### config.mk
export PLATFORM = sky130hd
export DESIGN_NAME = boa_extmem_arbiter_flat
export DESIGN_NICKNAME = d
export VERILOG_FILES = /design/src/rtl/boa_extmem_arbiter_if.sv /design/src/rtl/boa_extmem_arbiter.sv /design/src/flat_wrapper.sv
export SDC_FILE = /design/constraint.sdc
export NUM_CORES = 1
export LEC_CHECK = 0
export ABC_AREA = 1
export BUFFER_PORTS_ARGS = -buffer_cell sky130_fd_sc_hd__clkbuf_2
export CAP_MARGIN = 20
export CELL_PAD_IN_SITES_DETAIL_PLACEMENT = 1
export CELL_PAD_IN_SITES_GLOBAL_PLACEMENT = 2
export CORE_UTILIZATION = 10
export DETAILED_ROUTE_END_ITERATION = 10
export PLACE_DENSITY_LB_ADDON = 0.1
export SETUP_SLACK_MARGIN = 0.3
export SYNTH_ARGS = -nofsm -noshare
export SYNTH_HDL_FRONTEND = slang
export SYNTH_SLANG_ARGS = --single-unit
### constraint.sdc
create_clock -name clk -period 2.3 [get_ports clk]
set_input_delay 0.69 -clock clk [delete_from_list [all_inputs] [get_ports clk]]
set_output_delay 0.69 -clock clk [all_outputs]
set_load 0.005 [all_outputs]
### src/rtl/boa_extmem_arbiter_if.sv
// boa_mem_bus: simple request/ready memory bus shared by CPU-side masters and memory slaves.
// MEM is the slave-side view (receives requests), CPU is the master-side view (issues requests).
interface boa_mem_bus #(
    parameter int ADDR_W = 32
);
    logic              re;
    logic [3:0]        we;
    logic [ADDR_W-1:0] addr;
    logic [31:0]       wdata;
    logic [31:0]       rdata;
    logic              ready;

    modport MEM (input re, input we, input addr, input wdata, output rdata, output ready);
    modport CPU (output re, output we, output addr, output wdata, input rdata, input ready);
endinterface

### src/rtl/boa_extmem_arbiter.sv
// Two-requester arbiter in front of one boa_mem_bus slave, zero added latency, zero-bubble handover.
// Define BOA_EXTMEM_ARBITER_RR_EN for round-robin ties in IDLE; otherwise m0 wins ties.
module boa_extmem_arbiter (
    input  logic    clk,
    input  logic    rst,
    boa_mem_bus.MEM m0,
    boa_mem_bus.MEM m1,
    boa_mem_bus.CPU s,
    output logic    owner,
    output logic    busy
);
    typedef enum logic {IDLE = 1'b0, BUSY = 1'b1} state_t;

    state_t r_state;
    state_t w_state_nxt;
    logic   r_owner;
    logic   r_last;
    logic   w_owner_nxt;
    logic   w_last_nxt;
    logic   w_req0;
    logic   w_req1;
    logic   w_tie_pick;
    logic   w_win;
    logic   w_other_req;
    logic   w_sel;
    logic   w_fwd;

    assign w_req0 = m0.re | (|m0.we);
    assign w_req1 = m1.re | (|m1.we);

`ifdef BOA_EXTMEM_ARBITER_RR_EN
    assign w_tie_pick = ~r_last;
`else
    assign w_tie_pick = 1'b0;
`endif

    assign w_win       = (w_req0 & w_req1) ? w_tie_pick : w_req1;
    assign w_other_req = r_owner ? w_req0 : w_req1;

    // In the completion cycle the owner is never re-forwarded, so the slave cannot see a stale repeat.
    always_comb begin
        w_state_nxt = r_state;
        w_owner_nxt = r_owner;
        w_last_nxt  = r_last;
        w_sel       = r_owner;
        w_fwd       = 1'b0;
        case (r_state)
            IDLE: begin
                w_sel = w_win;
                w_fwd = w_req0 | w_req1;
                if (w_req0 | w_req1) begin
                    w_state_nxt = BUSY;
                    w_owner_nxt = w_win;
                    w_last_nxt  = w_win;
                end
            end
            BUSY: begin
                if (s.ready) begin
                    w_sel = ~r_owner;
                    w_fwd = w_other_req;
                    if (w_other_req) begin
                        w_owner_nxt = ~r_owner;
                        w_last_nxt  = ~r_owner;
                    end else begin
                        w_state_nxt = IDLE;
                    end
                end else begin
                    w_fwd = 1'b1;
                end
            end
        endcase
    end

    always_ff @(posedge clk) begin
        if (rst) begin
            r_state <= IDLE;
            r_owner <= 1'b0;
            r_last  <= 1'b1;
        end else begin
            r_state <= w_state_nxt;
            r_owner <= w_owner_nxt;
            r_last  <= w_last_nxt;
        end
    end

    assign s.re    = w_fwd & ~rst & (w_sel ? m1.re : m0.re);
    assign s.we    = (w_fwd & ~rst) ? (w_sel ? m1.we : m0.we) : 4'h0;
    assign s.addr  = w_sel ? m1.addr : m0.addr;
    assign s.wdata = w_sel ? m1.wdata : m0.wdata;

    // A waiting non-owner counts as accepted and sees ready low until its own completion.
    assign m0.ready = (r_state == IDLE) ? 1'b1 : (!r_owner ? s.ready : !w_req0);
    assign m1.ready = (r_state == IDLE) ? 1'b1 : (r_owner ? s.ready : !w_req1);

    assign m0.rdata = s.rdata;
    assign m1.rdata = s.rdata;

    // busy is the FSM state itself.
    assign busy  = (r_state == BUSY);
    assign owner = r_owner;
endmodule
### src/flat_wrapper.sv
// flat-port wrapper written by rule: the top's interface ports become plain ports
module boa_extmem_arbiter_flat 
  (clk, rst, owner, busy, m0_re, m0_we, m0_addr, m0_wdata, m0_rdata, m0_ready, m1_re, m1_we, m1_addr, m1_wdata, m1_rdata, m1_ready, s_re, s_we, s_addr, s_wdata, s_rdata, s_ready);
  boa_mem_bus m0_i ();
  boa_mem_bus m1_i ();
  boa_mem_bus s_i ();
  input  logic clk;
  input  logic rst;
  output logic owner;
  output logic busy;
  input wire logic [$bits(m0_i.re)-1:0] m0_re;
  input wire logic [$bits(m0_i.we)-1:0] m0_we;
  input wire logic [$bits(m0_i.addr)-1:0] m0_addr;
  input wire logic [$bits(m0_i.wdata)-1:0] m0_wdata;
  output wire logic [$bits(m0_i.rdata)-1:0] m0_rdata;
  output wire logic [$bits(m0_i.ready)-1:0] m0_ready;
  input wire logic [$bits(m1_i.re)-1:0] m1_re;
  input wire logic [$bits(m1_i.we)-1:0] m1_we;
  input wire logic [$bits(m1_i.addr)-1:0] m1_addr;
  input wire logic [$bits(m1_i.wdata)-1:0] m1_wdata;
  output wire logic [$bits(m1_i.rdata)-1:0] m1_rdata;
  output wire logic [$bits(m1_i.ready)-1:0] m1_ready;
  output wire logic [$bits(s_i.re)-1:0] s_re;
  output wire logic [$bits(s_i.we)-1:0] s_we;
  output wire logic [$bits(s_i.addr)-1:0] s_addr;
  output wire logic [$bits(s_i.wdata)-1:0] s_wdata;
  input wire logic [$bits(s_i.rdata)-1:0] s_rdata;
  input wire logic [$bits(s_i.ready)-1:0] s_ready;
  assign m0_i.re = m0_re;
  assign m0_i.we = m0_we;
  assign m0_i.addr = m0_addr;
  assign m0_i.wdata = m0_wdata;
  assign m0_rdata = m0_i.rdata;
  assign m0_ready = m0_i.ready;
  assign m1_i.re = m1_re;
  assign m1_i.we = m1_we;
  assign m1_i.addr = m1_addr;
  assign m1_i.wdata = m1_wdata;
  assign m1_rdata = m1_i.rdata;
  assign m1_ready = m1_i.ready;
  assign s_re = s_i.re;
  assign s_we = s_i.we;
  assign s_addr = s_i.addr;
  assign s_wdata = s_i.wdata;
  assign s_i.rdata = s_rdata;
  assign s_i.ready = s_ready;
  boa_extmem_arbiter u_core (.clk(clk), .rst(rst), .m0(m0_i), .m1(m1_i), .s(s_i), .owner(owner), .busy(busy));
endmodule
Word-level counts from Yosys, hierarchy flattened
Index checks and enable logic that the tools add are counted.
{ "op_classes": {"reduce_logical": 5, "eq_ne": 3, "muxes": 23, "bitwise": 9} }
{ "ops": {"columns": ["op", "n"], "rows": [
  ["2-to-1 mux 32 bit", 2],
  ["2-to-1 mux 1 bit", 15],
  ["2-to-1 mux 4 bit", 2],
  ["case mux 1 bit (2 select lines)", 4],
  ["OR reduction 4 bit", 2],
  ["!= test 2 bit (second input constant)", 2],
  ["AND 1 bit", 3],
  ["NOT 1 bit", 3],
  ["OR 1 bit", 3],
  ["AND reduction 3 bit", 1],
  ["logical NOT 1 bit", 2],
  ["!= test 2 x 1 -> 1 bit (second input constant)", 1]
]} }
{ "totals": {"input_bits": 173, "word_cells": 42, "ff_bits": 2} }

Logic depth before layout (Yosys ltp)
{ "logic_depth": {"word_depth": 7, "depth_mapped": 9, "ltp_nobuf": 7} }

Worst setup path before layout
OpenSTA, ideal clock, no wires.
{ "synth_path": {"kind": "input to output", "start": "input port m0_we[3]", "end": "output port s_addr[21]", "path_stages": 9, "arrival_ps": 1637, "n_path_buf": 2, "path_slack_ps": -27, "required_time_ps": 1610, "path_cell_list": "nor2_1 -> nand2_1 -> nor2_1 -> nand3_2 -> nand2_2 -> buf_4 -> buf_4 -> nand2_1 -> nand2_1"} }
{ "synth_via": {"elab_chain_len": 6} }
{ "synth_lines": {"columns": ["item", "line", "rtl"], "rows": [
  ["start: declaration", "flat_wrapper.sv:12", "input wire logic [$bits(m0_i.we)-1:0] m0_we;"],
  ["OR reduction 4 bit", "boa_extmem_arbiter.sv:28", "assign w_req0 = m0.re | (|m0.we);"],
  ["OR 1 bit", "boa_extmem_arbiter.sv:28", null],
  ["AND 1 bit", "boa_extmem_arbiter.sv:37", "assign w_win = (w_req0 & w_req1) ? w_tie_pick : w_req1;"],
  ["2-to-1 mux 1 bit", "boa_extmem_arbiter.sv:37", null],
  ["case mux 1 bit (2 select lines)", "boa_extmem_arbiter.sv:47", "case (r_state)"],
  ["2-to-1 mux 32 bit", "boa_extmem_arbiter.sv:88", "assign s.addr = w_sel ? m1.addr : m0.addr;"],
  ["end: declaration", "flat_wrapper.sv:25", "output wire logic [$bits(s_i.addr)-1:0] s_addr;"]
]} }
No other way between the ends.

Worst setup path after layout
{ "layout_path": {"start": "input port m0_we[2]", "end": "output port s_wdata[8]"} }
{ "layout_via": {"elab_chain_len": 6} }
{ "layout_lines": {"columns": ["item", "line", "rtl"], "rows": [
  ["OR reduction 4 bit", "boa_extmem_arbiter.sv:28", null],
  ["OR 1 bit", "boa_extmem_arbiter.sv:28", null],
  ["AND 1 bit", "boa_extmem_arbiter.sv:37", null],
  ["2-to-1 mux 1 bit", "boa_extmem_arbiter.sv:37", null],
  ["case mux 1 bit (2 select lines)", "boa_extmem_arbiter.sv:47", null],
  ["2-to-1 mux 32 bit", "boa_extmem_arbiter.sv:89", "assign s.wdata = w_sel ? m1.wdata : m0.wdata;"],
  ["end: declaration", "flat_wrapper.sv:26", "output wire logic [$bits(s_i.wdata)-1:0] s_wdata;"]
]} }
No other way between the ends.

==> results.md <==
- Maximum clock path buffer count: 2
- RSZ-0062 raised after global routing: yes
- Remaining DRCs: 0
- Drt wl/cell: 13.78 um
- Max capacitance violation total: 0
- Cell Rows: 46
- Crit Path Class: input port to primary output
- TritonCTS clock tree: done
- First-pass GRT wire length: 13120 um
- Final net count: roughly 700
- Post-synth cell types: 16
- Core ar.: between 15000 and 20000 sq um
- Failing checks: setup timing
- ANT cells: 0
- Post-DR vias/cell: between 3 and 4
- Share of layout cells above drive strength 1: 64.20%
- Largest net degree at the start of global routing: 39
- Worst Hold End: u_core.owner
- Vias in the first global route: roughly 2600
- RR Startpoint: u_core.busy
- Relative slew margins: 86.40%
- CTS Sinks: 2
- Switch share: between 30% and 40%
- Mean post-synth cell area: around 5 sq um
- TritonRoute pass-1 iters: 4
- Worst-Margin Slew: slightly above 0.2 ns
- LEAKAGE: between 2 and 2.5 nW
- Layout Cells excl Fill: 730
- Root buffer cell: clkbuf_16
- Worst skew pair latency: roughly 0.23 ns
- Worst Path Arrival: between 1.5 and 2 ns
- Critical Path RT: around 1.6 ns
- Sequential share of the synthesized area: 2.415%
- Worst Setup Start Kind: input port
- Int Power: about 0.00071 W
- Hold_buf cts: 0
- Fmax: 381.9 MHz
- Clk_skew: 0.0002422 ns
- Yosys warning total: 0
- Routability cong.: roughly 0.7
- Net Count, Synth: a little over 500
- Routed vias: approximately 2800
- Most common cell after layout, fill and taps aside: clkbuf_2
- Gate Count Post-Synth: 330
- Most frequent cells in the layout: clkbuf_2 (187), nand2_1 (127), nand3_1 (41)
- Setup ws final: -0.3187 ns
- DP HPWL: between 7000 and 8000 um
- CP Max Fanout: 8
- IO buf count: roughly 210
- All-Layer GR Usage: 9.926%
- Final slew viol count: 0
- FF-to-FF path depth: 6
- NetSw: roughly 0.00046 W
- Comb pwr share: 73.5%
- Clock transition at the registers of the reported paths: approximately 0.030 ns
- Chip Height: around 130 um
- Worst VDD drop: approximately 0.14 mV
- Mapped Area: 1658 sq um
- Part of the power in registers: under 10%
- CP Capture Type: primary output
- Period utilization: 113.9%
- Worst reg2reg endpoint: u_core.busy
- Total grt overflow: 0
- Reg2Reg Setup Slack: between 1 and 1.5 ns
- Top-Level Pins: between 300 and 400
- Status: complete, but fails checks
- Placed cell count: around 700
- Initial antenna violation count: 0
- Fin crit period: roughly 2.6 ns
- WHS Path Cells: 4
- Routed Antenna Nets: 0
- Clock power share: approximately 23%
- Hold Vio Cnt, Final: 0
- Hold crit path type: register to register
- Die Wd: roughly 130 um
- Initial Utilization: 10.32%
- H-Tree Depth: 1
- Hold path startpoint: u_core.owner
- Final setup violation count: 69
- Die area: ~17000 sq um
- Pwr dens: 325.7 nW/um^2
- Total CTS buffers: 3
- Setup_tns: -17.39 ns
- #FFs+latches synth: 2
- DRT Wirelength: between 10000 and 15000 um
- Area delta synth->final: 116.2%
- 1st-iter DRT viols: 25
[cells by family (layout without fill, tap and decap cells)]
group / after synthesis / count (layout) / synth area share [%]
and+or+nand+nor: 224 / 224 / 56.98
buffers and inverters: 95 / 279 / 37.36
AOI/OAI and AO/OA: 9 / 9 / 3.245
DFF: 2 / 2 / 2.415
[state kept, by name, summed over array words and instances, names as in the netlist]
| register | cells |
|---|---|
| u_core.owner | 1 |
| u_core.busy | 1 |
[critical path, stage by stage]
cell and delay (ns):
buf_8 0.10, nor2_4 0.12, nand2_2 0.07, nor2_4 0.14
nand3_4 0.13, buf_6 0.17, buf_12 0.14, buf_12 0.14
nand3_2 0.05, nand2_1 0.04, buf_2 0.12
[final cells by class]
| class | instances | area (sq um) |
|---|---|---|
| fill | 2036 | 12470 |
| timing repair buffer | 266 | 1862 |
| multi-input combinational | 233 | 1300 |
| tap | 216 | 270.3 |
| clock buffer | 3 | 75.07 |
| sequential | 2 | 40.04 |
| inverter | 10 | 37.54 |
[layer usage]
metal	vias up	share of wire, %	global-route usage [%]
li1	1360	-	-
met1	1235	38	10.96
met2	154	53	19.17
met3	14	8.7	2.117
met4	0	0.73	2.231
met5	-	0	0
[how the worst max path moves through the flow]
stage / from / end / slack (ns)
2_1_floorplan: m0_we[3] / s_addr[21] / 0.06
3_3_place_gp: m0_we[3] / s_addr[4] / -0.36
3_5_place_dp: m0_we[3] / s_wdata[10] / -0.40
4_1_cts: m0_we[3] / s_addr[16] / -0.30
5_1_grt: m0_we[2] / s_wdata[7] / -0.40
6_report: m0_we[2] / s_wdata[8] / -0.32
[metrics by stage]
step / util, % / hold WS, ns / setup WS (ns) / instance area [sq um] / power [W]
floorplan: - / 0.6116 / 0.06091 / 1700 / 0.0004288
global placement: 17.79 / 0.6189 / -0.3558 / 2856 / 0.0007737
detailed placement: 17.79 / 0.6127 / -0.3969 / 2856 / 0.0007730
CTS: 19.61 / 0.6151 / -0.3002 / 3149 / 0.001089
global route: 22.32 / 0.6803 / -0.3965 / 3585 / 0.001269
finish: 22.32 / 0.6180 / -0.3187 / 3585 / 0.001167
[repair_timing]
item | in CTS | in global routing
hold endpoints to repair | 0 | 0
gates cloned | 3 | 5
pin swaps | 0 | 28
setup endpoints to repair | 71 | 71
resized for setup | 21 | 89
buffers inserted | 4 | 5
[power by group through the flow]
stage               clock network [W]  registers (W)  logic, W
floorplan                           0      0.0000423  0.000387
global placement                    0      0.0000410  0.000733
detailed placement                  0      0.0000412  0.000732
CTS                          0.000273      0.0000406  0.000776
global route                 0.000275      0.0000412  0.000953
finish                       0.000269      0.0000406  0.000858
[synth_stat cells, drive strengths merged]
library cell / instances / area, sq um
o211ai: 1 / 7.510
a21oi: 5 / 25.02
nand4: 1 / 6.260
inv: 10 / 37.54
nand2: 143 / 539.3
nor2: 5 / 18.77
o21ai: 2 / 13.76
o21a: 1 / 7.510
buf: 76 / 548.0
dfxtp: 2 / 40.04
clkbuf: 9 / 33.78
nand3: 75 / 380.4
No activity file was read; power rests on OpenSTA's default activity.
